==> src/rtl/fifo_wr_arb.sv <==
// fifo_wr_arb: two-requester burst arbiter in front of a FIFO write port.
//
// A requester is granted for one burst at a time. The burst ends on an
// accepted beat carrying last, or when MAX_BURST beats have been accepted
// (forced release, flagged by a one-cycle trunc pulse). Each release passes
// round-robin priority to the other requester and returns through one IDLE
// cycle before the next grant.
//
// Ports:
//   w_clk, rst_n          clock, asynchronous active-low reset
//   req0/1, last0/1       requester beat valid / final beat of burst
//   data0/1  [DW-1:0]     requester beat data
//   ack0/1                beat accepted this cycle (combinational)
//   w_full                FIFO full flag
//   w_en, w_data          FIFO write enable / data (combinational)
//   gnt      [1:0]        one-hot grant, 2'b00 when idle
//   beat_cnt [3:0]        beats accepted in the current grant
//   trunc                 pulse after a forced release at MAX_BURST
//
// state | meaning
// IDLE  | no grant; arbitrate on req0/req1 using rr
// GNT0  | requester 0 owns the FIFO write port
// GNT1  | requester 1 owns the FIFO write port
module fifo_wr_arb #(
    parameter int DW        = 8,
    parameter int MAX_BURST = 8
) (
    input  logic          w_clk,
    input  logic          rst_n,
    input  logic          req0,
    input  logic          req1,
    input  logic          last0,
    input  logic          last1,
    input  logic [DW-1:0] data0,
    input  logic [DW-1:0] data1,
    output logic          ack0,
    output logic          ack1,
    input  logic          w_full,
    output logic          w_en,
    output logic [DW-1:0] w_data,
    output logic [1:0]    gnt,
    output logic [3:0]    beat_cnt,
    output logic          trunc
);

    typedef enum logic [1:0] {
        IDLE = 2'd0,
        GNT0 = 2'd1,
        GNT1 = 2'd2
    } state_t;

    localparam logic [3:0] MAX_B = 4'(MAX_BURST);

    state_t     state_q, state_d;
    logic       rr_q, rr_d;
    logic [3:0] cnt_d;
    logic       trunc_d;
    logic       last_sel;
    logic       at_max;
    logic [3:0] cnt_inc;

    always_ff @(posedge w_clk or negedge rst_n) begin
        if (!rst_n) begin
            state_q  <= IDLE;
            rr_q     <= 1'b0;
            beat_cnt <= 4'd0;
            trunc    <= 1'b0;
        end else begin
            state_q  <= state_d;
            rr_q     <= rr_d;
            beat_cnt <= cnt_d;
            trunc    <= trunc_d;
        end
    end

    always_comb begin
        gnt      = 2'b00;
        state_d  = state_q;
        rr_d     = rr_q;
        cnt_d    = beat_cnt;
        trunc_d  = 1'b0;
        cnt_inc  = beat_cnt + 4'd1;
        at_max   = (cnt_inc == MAX_B);

        case (state_q)
            GNT0:    gnt = 2'b01;
            GNT1:    gnt = 2'b10;
            default: gnt = 2'b00;
        endcase

        ack0     = gnt[0] & req0 & ~w_full;
        ack1     = gnt[1] & req1 & ~w_full;
        w_en     = ack0 | ack1;
        w_data   = gnt[1] ? data1 : data0;
        last_sel = gnt[1] ? last1 : last0;

        case (state_q)
            IDLE: begin
                cnt_d = 4'd0;
                if (req0 && req1) begin
                    state_d = rr_q ? GNT1 : GNT0;
                end else if (req0) begin
                    state_d = GNT0;
                end else if (req1) begin
                    state_d = GNT1;
                end
            end
            GNT0, GNT1: begin
                if (w_en) begin
                    if (last_sel || at_max) begin
                        state_d = IDLE;
                        cnt_d   = 4'd0;
                        rr_d    = (state_q == GNT0);
                        // last wins over the burst limit: no trunc when both hit
                        trunc_d = ~last_sel;
                    end else begin
                        cnt_d = cnt_inc;
                    end
                end
            end
            default: begin
                state_d = IDLE;
            end
        endcase
    end

endmodule
==> config.mk <==
export PLATFORM = sky130hd
export DESIGN_NAME = fifo_wr_arb
export DESIGN_NICKNAME = d
export VERILOG_FILES = /design/src/rtl/fifo_wr_arb.sv
export SDC_FILE = /design/constraint.sdc
export NUM_CORES = 1
export LEC_CHECK = 0
export ABC_AREA = 1
export CORE_ASPECT_RATIO = 0.75
export CORE_MARGIN = 1
export CORE_UTILIZATION = 36
export DETAILED_ROUTE_END_ITERATION = 7
export PLACE_DENSITY = 0.75
export SYNTH_ARGS = -nofsm -noshare
export SYNTH_HDL_FRONTEND = slang
export SYNTH_SLANG_ARGS = --single-unit
==> constraint.sdc <==
create_clock -name w_clk -period 2.27 [get_ports w_clk]
set_clock_uncertainty 0.15 [all_clocks]
set_input_delay 0.227 -clock w_clk [delete_from_list [all_inputs] [get_ports w_clk]]
set_output_delay 0.227 -clock w_clk [all_outputs]
set_load 0.01 [all_outputs]
* Word-level counts from Yosys, hierarchy flattened
Index checks and enable logic that the tools add are counted.
Cells by class: add/sub/neg operators 1, eq/ne operators 6, mux-type cells 16, bitwise logic cells 7, reduce and logical (&&, ||, !) cells 8
Operator list (count):
- two-way mux 2 bit | 6
- two-way mux 4 bit | 2
- two-way mux 8 bit | 1
- case mux 2 bit (2 select lines) | 2
- case mux 4 bit (2 select lines) | 1
- AND reduction 3 bit | 2
- adder 4 x 1 -> 4 bit (second input constant) | 1
- AND 1 bit | 4
- equality test 4 bit (second input constant) | 1
- two-way mux 1 bit | 4
- != test 2 bit (second input constant) | 2
- != test 4 bit (second input constant) | 1
- equality test 2 x 1 -> 1 bit (second input constant) | 1
- equality test 2 bit (second input constant) | 1
- logical NOT 2 bit | 1
- inverter 1 bit | 2
- AND reduction 2 bit | 1
- nonzero test 2 bit | 1
- OR reduction 2 bit | 1
- logical AND 1 bit | 1
- logical OR 1 bit | 1
- bitwise OR 1 bit | 1
Storage, ports and cells: flip-flop bits (word level) 8, input bits 23, output and inout port bits 18, logic and storage cells 42

* Logic depth before layout (Yosys ltp)
Gate-level depths: netlist of the first run.
word-level depth 7, depth in mapped cells 10, depth with buffers taken out 10

* Worst setup path before layout of the first run
No wires, ideal clock.
path kind reg-to-reg, start point register state_q[0], end point register state_q[0], library setup time 0.117 ns, arrival time 1.398 ns, required time 2.003 ns, setup slack 0.605 ns, stages on the path, launching flop included 9, path buffers 1, period minus slack after synthesis 1.665 ns, cell sequence dfrtp_1 > inv_1 > ha_1 > buf_6 > or2_4 > o21ai_4 > nand3_4 > nand3_1 > nand2_1
On the way: cells in the longest elaborated chain, start to end 7, elaborated cells on any way between the ends 17, those cells by class 5 x eq/ne; 3 x mux; 5 x bitwise; 4 x reduce/logical
Ends and longest elaborated chain:
- start, declared | RTL line 54 | state_t state_q, state_d;
- start signal, assigned | RTL line 69 | state_q <= state_d;
- equality test 2 bit / equality test 2 x 1 -> 1 bit (equally long branches) | RTL line 85 | case (state_q)
- case mux 2 bit (2 select lines) (*) | RTL line 85
- named net gnt[1] | RTL line 41 | output logic [1:0] gnt,
- AND 1 bit (2 in series) | RTL line 92 | ack1 = gnt[1] & req1 & ~w_full;
- bitwise OR 1 bit | RTL line 93 | w_en = ack0 | ack1;
- != test 2 bit (no line)
- AND reduction 3 bit (no line) (*)
Mark *: on every way through the listed nets, which the timed path passes. The rest lies on a longest branch. A chain may end at the register's enable or synchronous reset.

* Worst setup path in the final report of the first run
start point register state_q[0], end point output port w_data[5]
On the way: cells in the longest elaborated chain, start to end 3, elaborated cells on any way between the ends 4, those cells by class 2 x eq/ne; 2 x mux
Ends and longest elaborated chain:
- equality test 2 bit / equality test 2 x 1 -> 1 bit (equally long branches) | RTL line 85
- case mux 2 bit (2 select lines) (*) | RTL line 85
- two-way mux 8 bit (*) | RTL line 94 | w_data = gnt[1] ? data1 : data0;
- end, declared | RTL line 40 | output logic [DW-1:0] w_data,
Every way passes the cells marked *; elsewhere a longest branch is shown, timed or not.

==> impl_metrics.py, run 1 <==
metrics = {
    "status": {
        "status": "complete, no violations",
    },
    "routing": {
        "route.detailed.drc": 0,
        "viasPerCell": 4.40,
        "wl_per_cell_um": 11.2,
        "vias": 744,
        "antenna_left": 0,
        "dr.pass1.iters": 4,
        "drt_iter0_markers": 12,
        "finalWirelength_um": 1890,
    },
    "layout": {
        "drive_above_1_share_pct": 10.2,
        "syn_to_final_growth_pct": 66.8,
        "num_antenna_cells": 0,
        "fin_area_sq_mm": 0.00115,
        "multi_input_comb_area_sq_um": 424,
        "layout.cells.non_filler": 169,
        "final_nets": 178,
        "nFillCells": 158,
        "seq_area_sq_um": 200,
    },
    "setup_path": {
        "cp_max_fo": 7,
        "setup.worst_path.start_class": "flip-flop",
        "crit_arrival_ns": 1.76,
        "worstReg2RegEnd": "state_q[1]",
        "cp.required_ns": 1.89,
        "critPathKind": "flip-flop to output port",
        "r2r-start": "state_q[0]",
        "rrSetupSlack_ns": 0.54,
        "end_kind": "output port",
        "reg2reg_depth": 8,
    },
    "placed_design": {
        "post-place-ws_ns": 0.183,
        "postPlaceCellArea_sq_mm": 0.00111,
        "place_inst": 166,
        "dp_hpwl_um": 1590,
        "gp_congestion": 0.778,
        "numPortBuffers": 40,
    },
    "worst_hold_path": {
        "hp-class": "input port to async pin",
    },
    "floorplanning": {
        "die_h_um": 39.8,
        "rows": 13,
        "initial_core_util_pct": 39.1,
        "die_w_um": 52.4,
        "die-area_sq_mm": 0.00209,
        "coreArea_sq_mm": 0.00176,
        "pin_count": 41,
    },
    "sta": {
        "rsz0062_at_grt": "false",
        "finalSetupTns_ns": 0,
        "setup_viol": 0,
        "finalWorstSetupSlack_ns": 0.129,
        "period_share_pct": 94.3,
        "fmax_ghz": 0.467,
        "hold_viol": 0,
        "max_slew_margin_pct": 75.5,
        "period_minus_slack_ns": 2.14,
        "worstMarginPinSlew_ns": 0.366,
        "maxSlewViolCount": 0,
    },
    "clocking": {
        "cts.sinks": 8,
        "clockBufferDepth": 2,
        "cts_tree": "built",
        "clk_pin_slew_worst_paths_ns": 0.05,
        "cts_hold_buf": 0,
        "numCtsBuffers": 3,
        "h-tree-depth": 1,
        "clkLatencyLatePin_ns": 0.25,
        "cts-root-buf": "clkbuf_4",
    },
    "global_route": {
        "grt_pass1_wl_um": 2940,
        "grtUsageMet1_pct": 26.7,
        "track_usage_pct": 20.4,
        "grt_pass1_vias": 625,
        "antenna_found_initial": 0,
        "grt-ovfl-total": 0,
        "grt_max_degree": 10,
        "use_met2_pct": 33.5,
        "grt_util_met3_pct": 6.98,
        "top_usage_layer": "met2",
    },
    "synthesis": {
        "synthCells": 104,
        "synthDistinctLibCells": 18,
        "yosys_warnings": 0,
        "yosysSeqAreaShare_pct": 29.1,
        "syn_nets": 133,
        "synth_area_sq_um": 687,
        "ys_seq_elements": 8,
        "syn_area_per_cell_sq_um": 6.60,
    },
    "pwr": {
        "peakVddDrop_v": 0.000481,
        "power_density_mw_per_mm2": 867,
        "p_leak_nw": 0.568,
        "p_total_w": 0.000993,
    },
    "job": {
        "maxCapViolations": 0,
    },
}
layer usage:
layer  vias to the layer above  routed length (um)
li1                        406                   -
met1                       325                 948
met2                        13                 881
met3                         0                  58
met4                         0                   0
met5                         -                   0
cells in the mapped netlist:
cell | count | share of area (%)
a21oi_1 | 1 | 0.73
buf_6 | 1 | 1.6
dfrtp_1 | 8 | 29
ha_1 | 6 | 11
inv_1 | 16 | 8.7
inv_2 | 1 | 0.55
nand2_1 | 47 | 26
nand2_2 | 2 | 1.8
nand3_1 | 7 | 5.1
nand3_2 | 1 | 1.5
nand3_4 | 1 | 2.6
nand4_1 | 1 | 0.91
nor2_1 | 4 | 2.2
o21ai_0 | 1 | 0.73
o21ai_1 | 4 | 2.9
o21ai_2 | 1 | 1.3
o21ai_4 | 1 | 2.4
or2_4 | 1 | 1.3
placed cells by master, fill, tap and decap left out, types with 3 or more instances in the layout:
cell / netlist / final
inv_1: 16 / 14
inv_2: 1 / 3
clkdlybuf4s50_1: 0 / 40
nand3_1: 7 / 7
clkbuf_4: 0 / 3
nor2_1: 4 / 4
ha_1: 6 / 5
nand2_1: 47 / 47
o21ai_1: 4 / 4
dfrtp_1: 8 / 8
worst max-delay path by stage:
stage | from | endpoint | slack (ns)
floorplan | state_q[0] | state_q[0] | 0.61
finish | state_q[0] | w_data[5] | 0.13
global placement | state_q[0] | w_data[0] | 0.22
CTS | state_q[0] | w_data[4] | 0.02
detailed placement | state_q[0] | w_data[2] | 0.18
global route | state_q[0] | w_data[4] | 0.009
per-stage QoR:
| step | util, % | hold WS (ns) |
|---|---|---|
| 2_1_floorplan | - | -0.219 |
| 3_3_place_gp | 63.2 | 0.323 |
| 3_5_place_dp | 63.2 | 0.328 |
| 4_1_cts | 64.7 | 0.110 |
| 5_1_grt | 65.2 | 0.139 |
| 6_report | 65.2 | 0.102 |
layout make-up:
| type | count | share of cell area (%) |
|---|---|---|
| timing repair buffer | 41 | 35.6 |
| inverter | 17 | 5.57 |
| tap | 22 | 2.40 |
| sequential | 8 | 17.5 |
| clock buffer | 3 | 1.97 |
| multi-input combinational | 78 | 37.0 |
repair_timing:
item | CTS | global route
hold endpoints to repair | 0 | 0
gates resized for setup | 2 | 2
setup endpoints to repair | 8 | 9
buffers inserted | 0 | 0
pin swaps | 0 | 0
cloned | 0 | 0
state kept, by name, indices dropped and copies added, names as in the netlist:
register and flops:
beat_cnt 4, state_q 2, rr_q 1, trunc 1
worst max-delay path, cell delays in order, from the launching register on:
cell	delay, ns
dfrtp_1	0.42
inv_2	0.10
ha_4	0.19
buf_4	0.15
nand2_1	0.06
nand2_1	0.06
clkdlybuf4s50_1	0.52
kinds of logic after synthesis:
group | count (synthesis) | synth area share, %
flops | 8 | 29.1
fa+ha+maj | 6 | 10.9
buf+inv | 18 | 10.9
compound gates | 8 | 8.01
simple gates | 64 | 41.0
where the power goes:
part,switching [W],internal [W],total [W]
Combinational,0.000359,0.000316,0.000675
Clock,0.0000484,0.0000605,0.000109
Sequential,0.0000368,0.000172,0.000209
Total,0.000444,0.000549,0.000993
Power figures use the tool's default switching activity.
==> run 2, diff against run 1 <==
- SKIP_CTS_REPAIR_TIMING: not set -> 1
- clock period: 2.27 -> 2.15 ns (I/O delays scaled with it)
==> run 2 against run 1 <==
Largest cell class is now buffers. Critical path depth unchanged. Register-to-register slack got worse by 0.08 ns. Global-route usage decreased by 0.084 points. Flip-flop and latch count is the same. Worst hold slack worse by 0.013 ns. Largest power group unchanged. Wire length up 1.7%. First-iteration DRC count decreased by 8.3%. Total power grew 6.9%. Sequential power is 5% higher. Via count is 1.2% higher. Core utilization grew 1.9 points.
==> impl_metrics.py, run 2 (synthesis results as in run 1) <==
metrics = {
    "status": {
        "status": "complete, no violations",
    },
    "setup_path": {
        "path_cells": "inv_2, ha_4, buf_4, nand2_1, nand2_1, clkdlybuf4s50_1",
        "cp_num_buf_inv": 3,
        "max_stage_delay_ns": 0.53,
        "crit_arrival_ns": 1.73,
        "path_common_cell": "nand2_1",
        "critPathKind": "flip-flop to output port",
        "setup.worst_path.start_class": "flip-flop",
        "cp.required_ns": 1.78,
        "end_kind": "output port",
        "cp_max_fo": 7,
        "critPathTopFamily": "buffers and inverters",
        "cp_slowest_cell": "clkdlybuf4s50_1",
    },
    "clocking": {
        "numCtsBuffers": 3,
        "cts.sinks": 8,
        "cts-root-buf": "clkbuf_4",
        "cts_tree": "built",
        "h-tree-depth": 1,
        "clk_pin_slew_worst_paths_ns": 0.05,
        "clockBufferDepth": 2,
        "clkLatencyLatePin_ns": 0.25,
    },
    "layout": {
        "top_regs": "beat_cnt x4, state_q x2",
        "final_common_cell": "nand2_1",
        "num_antenna_cells": 0,
        "final_nets": 180,
        "drive_above_1_share_pct": 12.8,
        "syn_to_final_growth_pct": 71.6,
        "largest_register_ffs": 4,
        "final_util_pct": 67.1,
        "largest_register": "beat_cnt",
        "layout_common_cells": "nand2_1 (47), clkdlybuf4s50_1 (35), inv_1 (13)",
    },
    "routing": {
        "vias": 753,
        "antenna_left": 0,
        "route.detailed.drc": 0,
        "dr.pass1.iters": 4,
        "drt_iter0_markers": 11,
        "wl_per_cell_um": 11.2,
        "finalWirelength_um": 1920,
        "viasPerCell": 4.40,
    },
    "worst_hold_path": {
        "hp-class": "input port to async pin",
    },
    "sta": {
        "period_minus_slack_ns": 2.10,
        "hold_ws_ns": 0.0890,
        "finalWorstSetupSlack_ns": 0.0527,
        "max_slew_margin_pct": 75.6,
        "period_share_pct": 97.5,
        "finalSetupTns_ns": 0,
        "hold_viol": 0,
        "worstMarginPinSlew_ns": 0.365,
        "rsz0062_at_grt": "true",
        "fmax_ghz": 0.477,
        "maxSlewViolCount": 0,
        "setup_viol": 0,
    },
    "pwr": {
        "p_leak_nw": 0.643,
        "peakVddDrop_v": 0.000499,
        "power_density_mw_per_mm2": 901,
    },
    "floorplanning": {
        "initial_core_util_pct": 39.1,
        "coreArea_sq_mm": 0.00176,
        "die_h_um": 39.8,
        "rows": 13,
        "die-area_sq_mm": 0.00209,
        "die_w_um": 52.4,
        "pin_count": 41,
    },
    "placed_design": {
        "numPortBuffers": 40,
        "dp_hpwl_um": 1590,
        "post-place-ws_ns": 0.0749,
        "gp_congestion": 0.779,
    },
    "global_route": {
        "grt_pass1_vias": 618,
        "grt-ovfl-total": 0,
        "antenna_found_initial": 0,
        "grt_max_degree": 10,
        "track_usage_pct": 20.4,
        "grt_pass1_wl_um": 2930,
    },
    "job": {
        "maxCapViolations": 0,
    },
}
-- run 2: cell count changes in the layout (fill, tap and decap cells not counted), sizes merged --
| cell | delta |
|---|---|
| buf | +2 |
| clkdlybuf4s50 | -5 |
| dlymetal6s2s | +5 |
-- run 2: where the power goes --
part	switching, W	internal, W	total (W)
logic	0.000381	0.000345	0.000726
clock network	0.0000514	0.0000639	0.000115
registers	0.0000383	0.000182	0.000220
total	0.000471	0.000591	0.00106
-- run 2: path summary, 6_finish.rpt --
check / startpoint / end / slack [ns] / depth (start not counted)
max: state_q[0] / w_data[6] / 0.05 / 6
min: rst_n / trunc / 0.09 / 1
max reg2reg: state_q[0] / state_q[1] / 0.46 / 8
min reg2reg: rr_q / rr_q / 0.34 / 2
max in group asynchronous: rst_n / rr_q / 1.50 / 1
min in group w_clk: rr_q / rr_q / 0.34 / 2
-- run 2: final cells by class --
cell class,count,area [sq um]
fill,155,578
inverter,17,63.8
sequential,8,200
multi-input combinational,78,429
clock buffer,3,22.5
timing repair buffer,43,435
tap,22,27.5
-- run 2: metrics by stage --
step,power [W],cell area [sq um],instances
2_1_floorplan,0.000632,687,104
3_3_place_gp,0.000896,1110,166
3_5_place_dp,0.000912,1110,166
4_1_cts,0.00103,1130,169
5_1_grt,0.00115,1180,171
6_report,0.00106,1180,171
-- run 2: per-layer routing --
layer	up-vias	wire length [um]	global-route usage, %
li1	410	-	-
met1	328	938	26.9
met2	13	905	32.9
met3	2	75	6.98
met4	0	3	1.97
met5	-	0	0
